===== config.mk =====
export PLATFORM = sky130hd
export DESIGN_NAME = ascon_round_sequencer
export DESIGN_NICKNAME = d
export VERILOG_FILES = /design/src/rtl/ascon_round_sequencer.sv
export SDC_FILE = /design/constraint.sdc
export NUM_CORES = 1
export LEC_CHECK = 0
export BUFFER_PORTS_ARGS = -buffer_cell sky130_fd_sc_hd__buf_4
export CORE_AREA = 2 2 42 63
export DETAILED_ROUTE_END_ITERATION = 10
export DIE_AREA = 0 0 44 65
export PLACE_DENSITY = 0.51
export REMOVE_ABC_BUFFERS = 1
export SYNTH_ARGS = -nofsm -noshare
export SYNTH_HDL_FRONTEND = slang
export SYNTH_SLANG_ARGS = --single-unit

===== constraint.sdc =====
create_clock -name clock_i -period 1.56 [get_ports clock_i]
set_input_delay 0.156 -clock clock_i [delete_from_list [all_inputs] [get_ports clock_i]]
set_output_delay 0.156 -clock clock_i [all_outputs]
set_load 0.1 [all_outputs]

===== src/rtl/ascon_round_sequencer.sv =====
// ascon_round_sequencer: sequences the rounds of one ASCON permutation call (p^a or p^b).
// Drives the datapath with a per-round enable, first-round select and round constant,
// and reports the final round and completion to the requesting mode controller.
module ascon_round_sequencer #(
   parameter int unsigned ROUNDS_A = 12,
   parameter int unsigned ROUNDS_B = 6
) (
   input  logic       clock_i,
   input  logic       resetb_i,
   input  logic       start_i,
   input  logic       sel_b_i,
   input  logic       abort_i,
   output logic       busy_o,
   output logic       perm_en_o,
   output logic       perm_init_o,
   output logic [3:0] round_o,
   output logic [7:0] const_o,
   output logic       last_o,
   output logic       done_o
);

   // Elaboration-time parameter legality
   if (ROUNDS_A < 1 || ROUNDS_A > 12) begin : g_bad_rounds_a
      $error("ascon_round_sequencer: ROUNDS_A must be in 1..12");
   end
   if (ROUNDS_B < 1 || ROUNDS_B > ROUNDS_A) begin : g_bad_rounds_b
      $error("ascon_round_sequencer: ROUNDS_B must be in 1..ROUNDS_A");
   end

   localparam logic [3:0] NumA    = 4'(ROUNDS_A);
   localparam logic [3:0] NumB    = 4'(ROUNDS_B);
   localparam logic [3:0] LastRnd = 4'd11;

   typedef enum logic [1:0] {StIdle, StRun, StDone} state_e;

   state_e     state_q;
   logic [3:0] round_q;
   logic [3:0] num_q;
   logic [3:0] num_sel;

   // Round count requested by the current start, only consumed in IDLE
   always_comb begin
      num_sel = sel_b_i ? NumB : NumA;
   end

   // Control FSM with round counter and registered status outputs
   always_ff @(posedge clock_i or negedge resetb_i) begin
      if (!resetb_i) begin
         state_q   <= StIdle;
         round_q   <= 4'd0;
         num_q     <= 4'd0;
         busy_o    <= 1'b0;
         perm_en_o <= 1'b0;
         done_o    <= 1'b0;
      end else if (abort_i) begin
         // Abort wins over start and over the final-round transition
         state_q   <= StIdle;
         round_q   <= 4'd0;
         busy_o    <= 1'b0;
         perm_en_o <= 1'b0;
         done_o    <= 1'b0;
      end else begin
         unique case (state_q)
            StIdle: begin
               if (start_i) begin
                  state_q   <= StRun;
                  num_q     <= num_sel;
                  round_q   <= 4'd12 - num_sel;
                  busy_o    <= 1'b1;
                  perm_en_o <= 1'b1;
               end
            end
            StRun: begin
               if (round_q == LastRnd) begin
                  state_q   <= StDone;
                  perm_en_o <= 1'b0;
                  done_o    <= 1'b1;
               end else begin
                  round_q <= round_q + 4'd1;
               end
            end
            StDone: begin
               state_q <= StIdle;
               busy_o  <= 1'b0;
               done_o  <= 1'b0;
            end
            default: begin
               state_q   <= StIdle;
               busy_o    <= 1'b0;
               perm_en_o <= 1'b0;
               done_o    <= 1'b0;
            end
         endcase
      end
   end

   // Round-dependent outputs decoded from registered state only
   always_comb begin
      round_o     = round_q;
      const_o     = {4'hF - round_q, round_q};
      perm_init_o = (state_q == StRun) && (round_q == 4'd12 - num_q);
      last_o      = (state_q == StRun) && (round_q == LastRnd);
   end

endmodule


==> results, run 1 <==
- The flow ran to the end, but the final reports show violations.
- The final reports fail on negative setup slack.
- The post-synthesis cell area is 695.7 um^2.
- Counting every instance in the synthesized netlist gives 70.
- The most common library cell in the layout ignoring fill and taps is buf_4.
- The internal power of the cells totals 0.6008 mW.
- The global route total overflow is 0.
- The number of clock buffers added by TritonCTS is 3.
- In this run, synthesis inferred 0 flip-flops with an integrated enable.
- Yosys printed 0 warnings.
- For this run, the slowest stage of the critical path takes 0.39 ns.
- The routed wirelength normalized by instance count is 14.13 um.
- During I/O placement, the number of pins put on the boundary was 22.
- The clock-pin slew reported for the worst setup and hold paths after clock tree synthesis is 0.08 ns.
- The number of pins exceeding their max-slew limit in the final report came to 0.
- Setup repair after global routing could not meet its margin everywhere.
- IR analysis of the VDD net gives a maximum drop of 0.3328 mV.
- The share of total power in the clock network is 25.1%.
- The number of max-capacitance violations reported is 0.
- The via count of the first global-routing pass was 635.
- The initial antenna violation count is 0.
- The die covers 2860 um^2.
- The die is 44 um wide.
- In this run the power density over the cells is 991.2 nW/um^2.
- The average size of a mapped cell is 9.938 um^2.
- Counting tap cells, the placed design contains a total of 114 instances.
- Based on the critical path, the design can be clocked at up to 0.5462 GHz.
- The worst-case setup margin in the final layout is -0.2708 ns.
- The worst hold path depth is 2.
- The leading register cell type out of synthesis is dfrtp_1.
- In the global route stage, overall resource usage came out at 14.28%.
- The power spent charging and discharging nets is 0.4124 mW.
- The worst setup path category is flop to output pin.
- The clock latency on the worst-skew pair is 0.27 ns.
- The count of distinct cell types in the synthesized netlist is 33.
- The count of unresolved DRC violations after routing is 0.
- The first-pass iteration count of the detailed router is 4.
- The maximum fanout count along the critical path is 2.
- The wire length of the first global-routing pass is 2.953 mm.
- The worst hold path belongs to the class input pin to flop.
- The sort of element at the end of the critical path is an output pin.
- The shortest clock period the worst path allows after layout is 1.831 ns.
- Sequential cells burn 35.0% of the power.
- In the synthesized netlist the async set-or-reset flop fraction comes to 100.0%.
- The detailed-placement wirelength estimate is 1.268 mm.
- The routed design has 1.781 mm of wire.
- The share of the core filled with cells in the final layout is 43.18%.
- After the first detailed-routing iteration, the DRC count stood at 17.
- The sequential area share after synthesis is 43.17%.
- Counting along the longest clock path gives a buffer depth of 2.
- The number of buffers inserted by port buffering is 21.
- CTS built an H-tree with a depth of 1.
- The worst slew margin relative to its limit is 82.33%.
- 0 antenna diodes ended up in the layout.
- For the final database, setup skew stands at 0.002734 ns.
- In this run the remaining antenna-violating nets after routing total 0.
- The relative contribution of combinational cells to total power is 39.9%.
- For this configuration, the core starts out at a cell density of 29.39%.
- The synthesis-to-finish area growth is 46.94%.
- The total of endpoints with negative setup slack in the final report is 2.
- For the pin with the worst max-slew slack, the measured transition is 0.2616 ns.
- Counting flops and latches in the post-synthesis netlist gives 12.
- The worst-case reg-to-reg path depth is 6.
- The analysis attributes to cell leakage a power of 0.4705 nW.
- TritonCTS built the clock tree.
- The signal on the critical path passes through ha_1 > xor2_1 > nand2_1 > nor4_2 > buf_6.
- In the layout the commonest cells are 31 x buf_4, 10 x dfrtp_1, 4 x inv_1, 4 x a21oi_1, 4 x nor2_1.
- The category of the worst setup path launch point is a flop.
- In this run the standard cell core region covers 2367 um^2.
- In this run the clock root is driven by a clkbuf_4.
- The number of endpoints with negative hold slack in the final report is 0.
- The total number of clock tree sinks is 12.
- For this run, the number of standard cells in the final layout without fillers is 126.
- At the end of routability-driven placement, the weighted congestion stood at 0.7207.
- The portion of the clock cycle consumed by the worst path in the final layout is 117.4%.
- Entering global routing, the biggest net connects 13 pins.
- STA puts the critical path data arrival time at 1.67 ns.
- On the critical path, the stage with the largest delay is an instance of dfrtp_1.
- The vertical die dimension is 65 um.
- The average via count per standard cell is 5.087.
- The fraction of power spent switching nets is 40.70%.
- After the last flow step, the layout net total stands at 110.
- In this run the core area contains 22 standard-cell rows.
- The routed layout has 641 vias.
- Of the cells placed in the final design, the portion with a size suffix greater than 1 is 46.08%.
- The critical path required time is 1.40 ns.
[cells by family (layout without fill, tap and decap cells)]
logic type / Yosys count / count (layout) / synth area share [%]
buffers and inverters: 11 / 43 / 9.351
muxes: 1 / 1 / 2.158
adders and majority gates: 2 / 2 / 3.597
and+or+nand+nor: 27 / 27 / 23.74
DFF: 12 / 12 / 43.17
AOI/OAI and AO/OA: 13 / 13 / 12.95
xor gates and xnor gates: 4 / 4 / 5.037
[worst max-delay path: cells and delay by family, from the launching register on]
| kind | cells | cell delay, ns |
|---|---|---|
| adders and majority gates | 1 | 0.30 |
| buffers and inverters | 1 | 0.27 |
| DFF | 1 | 0.39 |
| xor gates and xnor gates | 1 | 0.13 |
| and+or+nand+nor | 2 | 0.31 |
[metal layers]
metal | up-vias | routed length [um] | track usage, %
li1 | 308 | - | -
met1 | 298 | 761 | 14.80
met2 | 27 | 866 | 24.26
met3 | 8 | 82 | 1.671
met4 | 0 | 71 | 12.12
met5 | - | 0 | 0
[flip-flops by register name, indices dropped and copies added, names as in the netlist]
register   flops
num_q          3
done_o         1
busy_o         1
round_o        4
perm_en_o      1
state_q        2
[through the flow]
step	instance area [um^2]	hold WS, ns	setup WS (ns)	TNS, ns	total power [mW]
floorplan	645.6	-0.1396	-4.334	-22.09	0.6376
global placement	878.3	0.009311	-0.008356	-0.008356	0.7354
detailed placement	878.3	0.008942	-0.05068	-0.05068	0.7376
global route	1022	0.08973	-0.3952	-0.5981	1.074
CTS	987.2	0.1001	-0.3022	-0.3022	1.013
finish	1022	0.1056	-0.2708	-0.3006	1.013
[final timing paths]
path | startpoint | end | slack, ns
setup / recovery | num_q[1] | perm_init_o | -0.27
setup reg to reg | round_o[2] | round_o[3] | 0.04
max in group asynchronous | resetb_i | round_o[1] | 1.13
hold / removal | sel_b_i | num_q[3] | 0.11
min in group asynchronous | resetb_i | round_o[0] | 0.26
hold reg to reg | num_q[2] | num_q[2] | 0.48
[power groups by stage]
stage / registers [mW] / clock network, mW / logic, mW
6_report: 0.354 / 0.255 / 0.404
2_1_floorplan: 0.484 / 0 / 0.153
5_1_grt: 0.358 / 0.289 / 0.427
3_5_place_dp: 0.361 / 0 / 0.376
4_1_cts: 0.357 / 0.262 / 0.395
3_3_place_gp: 0.360 / 0 / 0.375
[synth_stat cells, types with 2 or more instances]
library cell  instances  share of area [%]
a21oi_1               4                2.9
buf_4                 4                4.3
dfrtp_1              12                 43
ha_1                  2                3.6
inv_1                 4                2.2
nand2_1               2                1.1
nand2b_1              2                1.8
nand3b_1              3                3.2
nor2_1                5                2.7
nor2b_1               3                2.7
nor3_1                3                2.2
o21bai_1              2                2.2
o32ai_1               2                2.5
xnor2_1               3                3.8
[cell type report]
| type | instances | area, um^2 |
|---|---|---|
| clock buffers | 4 | 36.28 |
| inverters | 4 | 15.01 |
| multi-input cells | 47 | 359.1 |
| flip-flops and latches | 12 | 302.8 |
| fillers | 253 | 1345 |
| well taps | 24 | 30.03 |
| repair buffers | 35 | 279.0 |
[repair_timing]
action / in CTS / in global routing
endpoints found under the hold margin: 12 / 0
pin swaps: 1 / 0
resized for setup: 10 / 2
buffers inserted: 3 / 4
hold buffers: 1 / 0
setup endpoints to repair: 2 / 2
(Power assumes the default switching activity.)
==> inputs of run 2 (changes only) <==
- CAP_MARGIN: unset -> 20
- REMOVE_ABC_BUFFERS: 1 -> unset
==> results, run 2 (synthesis gave the netlist of run 1 again) <==
- For this design the top-level I/O count stands at 22.
- The clock latency on the worst-skew pair is 0.27 ns.
- The most common library cell in the layout ignoring fill and taps is buf_4.
- The critical path's largest stage delay is 0.41 ns.
- The portion of the clock cycle consumed by the worst path in the final layout is 113.0%.
- The data arrival time of the critical path is 1.61 ns.
- The worst hold path passes through 2 cells.
- After layout, the worst setup slack is -0.2032 ns.
- For the worst setup path, the data required time is 1.40 ns.
- The number of routed nets with antenna violations is 0.
- The checks that failed: negative setup slack.
- The routed wirelength normalized by instance count is 13.40 um.
- The number of flip-flops in the largest register is 4.
- The power per standard cell area is 926.0 nW/um^2.
- Counting tap cells, the placed design contains a total of 114 instances.
- The worst setup path is launched from a flop.
- The number of endpoints with negative hold slack in the final report is 0.
- CTS built an H-tree with a depth of 1.
- Detailed placement finished with a half-perimeter wire length of 1.225 mm.
- The horizontal die dimension is 44 um.
- The worst-case IR drop observed on VDD is 0.5132 mV.
- The slowest stage of the critical path is the dfrtp_1 cell.
- Max-cap violations in this run came to 0.
- Global routing consumed, over all layers together, 12.96% of the routing resources.
- The initial antenna violation count is 0.
- Final hold analysis gives a worst-case slack of 0.1195 ns.
- The run finished, with violations left.
- Compared with the post-synthesis result, the final layout area differs by 58.27%.
- The clock tree skew after final layout is 0.01070 ns.
- The repair_antennas step left the layout with diodes totalling 0.
- The worst register-to-register path ends at round_o[0].
- In the layout the commonest cells are 30 x buf_4, 7 x dfrtp_1, 4 x a21oi_1, 4 x nor2_1, 4 x dfrtp_4.
- The post-route cell area is 1101 um^2.
- In this run the most critical hold path is launched from sel_b_i.
- The signal on the critical path passes through ha_4 > xnor2_2 > xnor2_2 > nor4_4 > buf_6.
- The number of buffers inserted by port buffering is 21.
- The floorplan die area is 2860 um^2.
- The worst setup path is of the flop to output pin kind.
- Using the TritonRoute via totals, the vias-per-cell ratio works out to 5.160.
- The total number of clock tree sinks is 12.
- The post-route setup TNS is -0.2367 ns.
- Clock-pin slew was measured on the worst setup and hold paths at 0.07 ns.
- The count of unresolved DRC violations after routing is 0.
- In this run the cell area measured after placement is 939.7 um^2.
- The total wire length after detailed routing is 1.675 mm.
- Power comes to 1.020 mW.
- After the last flow step, the layout net total stands at 109.
- The maximum fanout count along the critical path is 2.
- The first-pass iteration count of the detailed router is 4.
- The final route contains 645 vias.
- The congestion estimate from routability-driven global placement came to 0.7292.
- The longest clock path from root to sink contains 2 buffers.
- The number of core rows is 22.
- Clock tree synthesis inserted a total of 3 buffers.
- The worst-case reg-to-reg path depth is 5.
- Setup repair after global routing could not meet its margin everywhere.
- The via count of the first global-routing pass was 622.
- Setup violations remaining at the end of the flow were counted as 2.
- Clock tree synthesis selected as its root buffer the cell clkbuf_4.
- The maximum operating frequency is 0.5671 GHz.
- The fraction of final layout cells sized beyond drive strength 1 is 54.46%.
- The launch point of the worst reg-to-reg path is round_o[1].
- The post-layout instance count excluding filler cells is 125.
- The post-synth net total is 77.
- The class of the most critical hold timing path is input pin to flop.
- The wire length of the first global-routing pass is 2.725 mm.
- The reg-to-reg setup timing slack is 0 ns.
- For hold timing, the worst endpoint is num_q[3].
- The vertical die dimension is 65 um.
- The shortest clock period the worst path allows after layout is 1.763 ns.
- The number of pins exceeding their max-slew limit in the final report came to 0.
- At the pin with the least slew margin, the transition time is 0.2561 ns.
- Entering global routing, the biggest net connects 13 pins.
- TritonCTS built the clock tree.
- The sort of element at the end of the critical path is an output pin.
- For this design the static power due to leakage is 0.4781 nW.
- Measured against its own limit, the worst slew margin works out to 82.70%.
- The pre-CTS setup slack is -0.07726 ns.
- For this configuration, the core starts out at a cell density of 29.39%.
- In this run the standard cell core region covers 2367 um^2.
- The cell family contributing the most delay on the critical path is flip-flops.
- The share of the core filled with cells in the final layout is 46.51%.
- The most repeated library cell on the critical path is xnor2_2.
- The DRC marker count from the first detailed-route iteration is 13.
- The global route total overflow is 0.
- Counting both buffers and inverters, the worst setup path holds a total of 1.
-- run 2: cell count changes in the layout (fill, tap and decap cells not counted), sizes merged --
cell	before	now
clkbuf	5	4
inv	4	3
clkinvlp	0	1
-- run 2: worst max path at each step --
stage | startpoint | endpoint | slack, ns | cells after the start
2_1_floorplan | round_o[3] | perm_init_o | -1.13 | 3
3_3_place_gp | num_q[1] | perm_init_o | -0.05 | 5
3_5_place_dp | num_q[1] | perm_init_o | -0.08 | 5
4_1_cts | num_q[1] | perm_init_o | -0.22 | 5
5_1_grt | num_q[2] | perm_init_o | -0.27 | 5
6_report | num_q[2] | perm_init_o | -0.20 | 5
-- run 2: per-layer routing --
layer  vias up  part of all wire, %  global-route usage (%)
li1        304                    -                       -
met1       320                   40                   13.31
met2        19                   53                   23.90
met3         2                  5.7                   1.950
met4         0                 0.90                   6.818
met5         -                    0                       0
-- run 2: layout make-up --
class	instances	area, um^2
clock buffers	4	26.28
fillers	238	1266
inverters	4	18.77
multi-input cells	47	422.9
flip-flops and latches	12	316.6
well taps	24	30.03
repair buffers	34	286.5
-- run 2: where the power goes --
group | total [mW] | leakage [nW] | internal (mW) | switching, mW
Sequential | 0.361 | 0.144 | 0.337 | 0.0247
Clock | 0.201 | 0.0150 | 0.0990 | 0.102
Combinational | 0.457 | 0.319 | 0.161 | 0.296
-- run 2: repair_timing --
action,CTS,global route
setup endpoints to repair,2,4
hold endpoints to repair,12,0
gates resized for setup,9,4
hold buffers,1,0
pin swaps,2,3
cloned,0,0
buffers inserted,5,2
==> inputs of run 3 (changes only) <==
- SKIP_LAST_GASP: unset -> 1
==> results, run 3 (synthesis gave the netlist of run 1 again) <==
- The run finished, with violations left.
- The checks that failed: negative setup slack.
- The placer congestion estimate is 0.7292.
- The critical path required time is 1.40 ns.
- The starting utilization of the core area is 29.39%.
- The H-tree depth reported by CTS is 1.
- At the pin with the least slew margin, the transition time is 0.2561 ns.
- The wire length of the first global-routing pass is 2.711 mm.
- The number of clock buffers inserted by TritonCTS is 3.
- The maximum vdd drop is 0.5132 mV.
- The critical path starts at num_q[1].
- The startpoint identified for the worst hold timing path is sel_b_i.
- Combinational cells account for 44.7% of the total power.
- The horizontal die dimension is 44 um.
- After detailed routing, the average wire length per cell comes to 13.34 um.
- The worst path in the final design needs a cycle of 1.772 ns, including I/O delays and setup.
- The number of endpoints with negative hold slack in the final report came to 0.
- The total number of clock tree sinks is 12.
- The via count of the first global-routing pass is 622.
- Clock-pin slew was measured on the worst setup and hold paths at 0.07 ns.
- Setup violations remaining at the end of the flow were counted as 2.
- The synthesis-to-finish area growth is 56.84%.
- The power spent charging and discharging nets is 0.4208 mW.
- Leaving out fill and tap cells, the most frequent cells in the layout are 30 x buf_4, 7 x dfrtp_1, 4 x a21oi_1, 4 x nor2_1, 4 x dfrtp_4.
- The static power due to leakage is 0.4766 nW.
- The reg-to-reg setup timing slack is 0 ns.
- For this design the ratio of total power to cell area is 928.9 nW/um^2.
- Fill cells in the final layout number 239.
- The maximum buffer depth of the clock tree is 2.
- The launch point of the worst reg-to-reg path is round_o[1].
- The internal power component is 0.5927 mW.
- The detailed-placement wirelength estimate is 1.225 mm.
- Of the total power, the clock network draws 19.9%.
- The routed layout has 642 vias.
- Setup repair after global routing could not meet its margin everywhere.
- The category of the worst setup path launch point is a flop.
- The total global-route track usage is 12.90%.
- The worst slew margin relative to its limit is 82.70%.
- Derived from the worst setup path, the maximum achievable clock frequency is 0.5644 GHz.
- The library cell used most frequently in the layout, excluding fill and tap cells, is buf_4.
- Before antenna repair, the detailed router went through 4 iterations.
- The worst hold slack is 0.1195 ns.
- The maximum fanout count along the critical path is 2.
- The count of unresolved DRC violations after routing is 0.
- The die covers 2860 um^2.
- Across all setup checks in the final design, the least slack found is -0.2117 ns.
- The layout net count is 109.
- In the finished design, the share of the clock period the worst path needs comes to 113.6%.
- The fraction of power spent switching nets is 41.52%.
- The count of antenna diodes in the layout is 0.
- The pin count of the biggest net entering global routing is 13.
- The number of buffers inserted by port buffering is 21.
- The class of the most critical hold timing path is input pin to flop.
- CTS placed an instance of clkbuf_4 at the clock tree root.
- At the end of the flow the core is filled with cells to 46.09%.
- After global routing the overflow that remains totals 0.
- The initial antenna violation count came to 0.
- The worst setup path is captured at an output pin.
- Once detail routing completed, the nets flagged for antenna violations numbered 0.
- In the final layout, the share of cells above drive strength 1 is 54.46%.
- The data arrival time of the critical path is 1.62 ns.
- The die is 65 um tall.
- The clock reaches the later pin of the worst-skew pair after 0.27 ns.
- The number of flip-flops in the largest register is 4.
- Between clock sinks in the finished design, the worst skew comes to 0.01070 ns.
- The TritonCTS clock tree is done.
- Summed over all layers, the routed wires come to 1.667 mm.
- In this run the count of I/O pins placed on the die edge is 22.
- Across the run, the number of max-cap violations was 0.
- The number of nets handed over by synthesis was 77.
- The average via count per standard cell is 5.136.
- The initialized floorplan defines 22 standard-cell rows.
- The worst setup path category is flop to output pin.
- The DRC marker count from the first detailed-route iteration is 13.
- The portion of total power attributed to sequential cells is 35.4%.
- The number of pins exceeding their max-slew limit in the final report was 0.
- The floorplan step defined a core boundary enclosing 2367 um^2.
## run 3: final cells by class
type	instances	area (um^2)	share of cell area (%)
Clock buffer	4	26.28	2.408
Inverter	4	18.77	1.720
Multi-Input combinational cell	47	412.9	37.84
Sequential cell	12	316.6	29.01
Tap cell	24	30.03	2.752
Timing Repair Buffer	34	286.5	26.26
## run 3: per-stage QoR
step	total power [mW]	setup WS, ns	instances	cell area (um^2)	TNS (ns)
final	1.013	-0.2117	125	1091	-0.2452
after floorplan	0.6908	-1.128	70	765.7	-1.719
after global routing	1.060	-0.2959	125	1091	-0.4278
after global placement	0.7710	-0.05170	114	939.7	-0.05170
after CTS	1.001	-0.2296	124	1044	-0.2296
after detailed placement	0.7706	-0.07726	114	939.7	-0.07726
## run 3: per-layer routing
layer,track usage (%),routed length [um],vias up
li1,-,-,304
met1,13.13,670,317
met2,23.90,885,19
met3,1.950,95,2
met4,6.818,15,0
met5,0,0,-
## run 3: critical path: stages, from the launching register on
cell and delay (ns):
dfrtp_1 0.38, ha_2 0.20, xnor2_2 0.14, xnor2_2 0.15
nor4_4 0.22, buf_6 0.26
## run 3: path summary, 6_finish.rpt
path                                     to  depth (start not counted)
worst max-delay path            perm_init_o                          5
worst min-delay path               num_q[3]                          2
worst max register to register   round_o[0]                          5
worst min register to register     num_q[2]                          1
max in group asynchronous        round_o[1]                          2
min in group asynchronous        state_q[0]                          2
## run 3: power by group through the flow
| stage | sequential, mW | clock, mW | combinational, mW |
|---|---|---|---|
| 3_3_place_gp | 0.368 | 0 | 0.403 |
| 2_1_floorplan | 0.442 | 0 | 0.249 |
| 5_1_grt | 0.362 | 0.220 | 0.478 |
| 4_1_cts | 0.360 | 0.207 | 0.434 |
| 6_report | 0.359 | 0.201 | 0.453 |
| 3_5_place_dp | 0.368 | 0 | 0.403 |
## run 3: what timing repair did
item                                    4_1_cts  5_1_grt
hold endpoints to repair                     12        0
buffers inserted                              5        2
endpoints found under the setup margin        2        4
pin swaps                                     1        3
hold buffers                                  1        0
gates resized for setup                       8        4
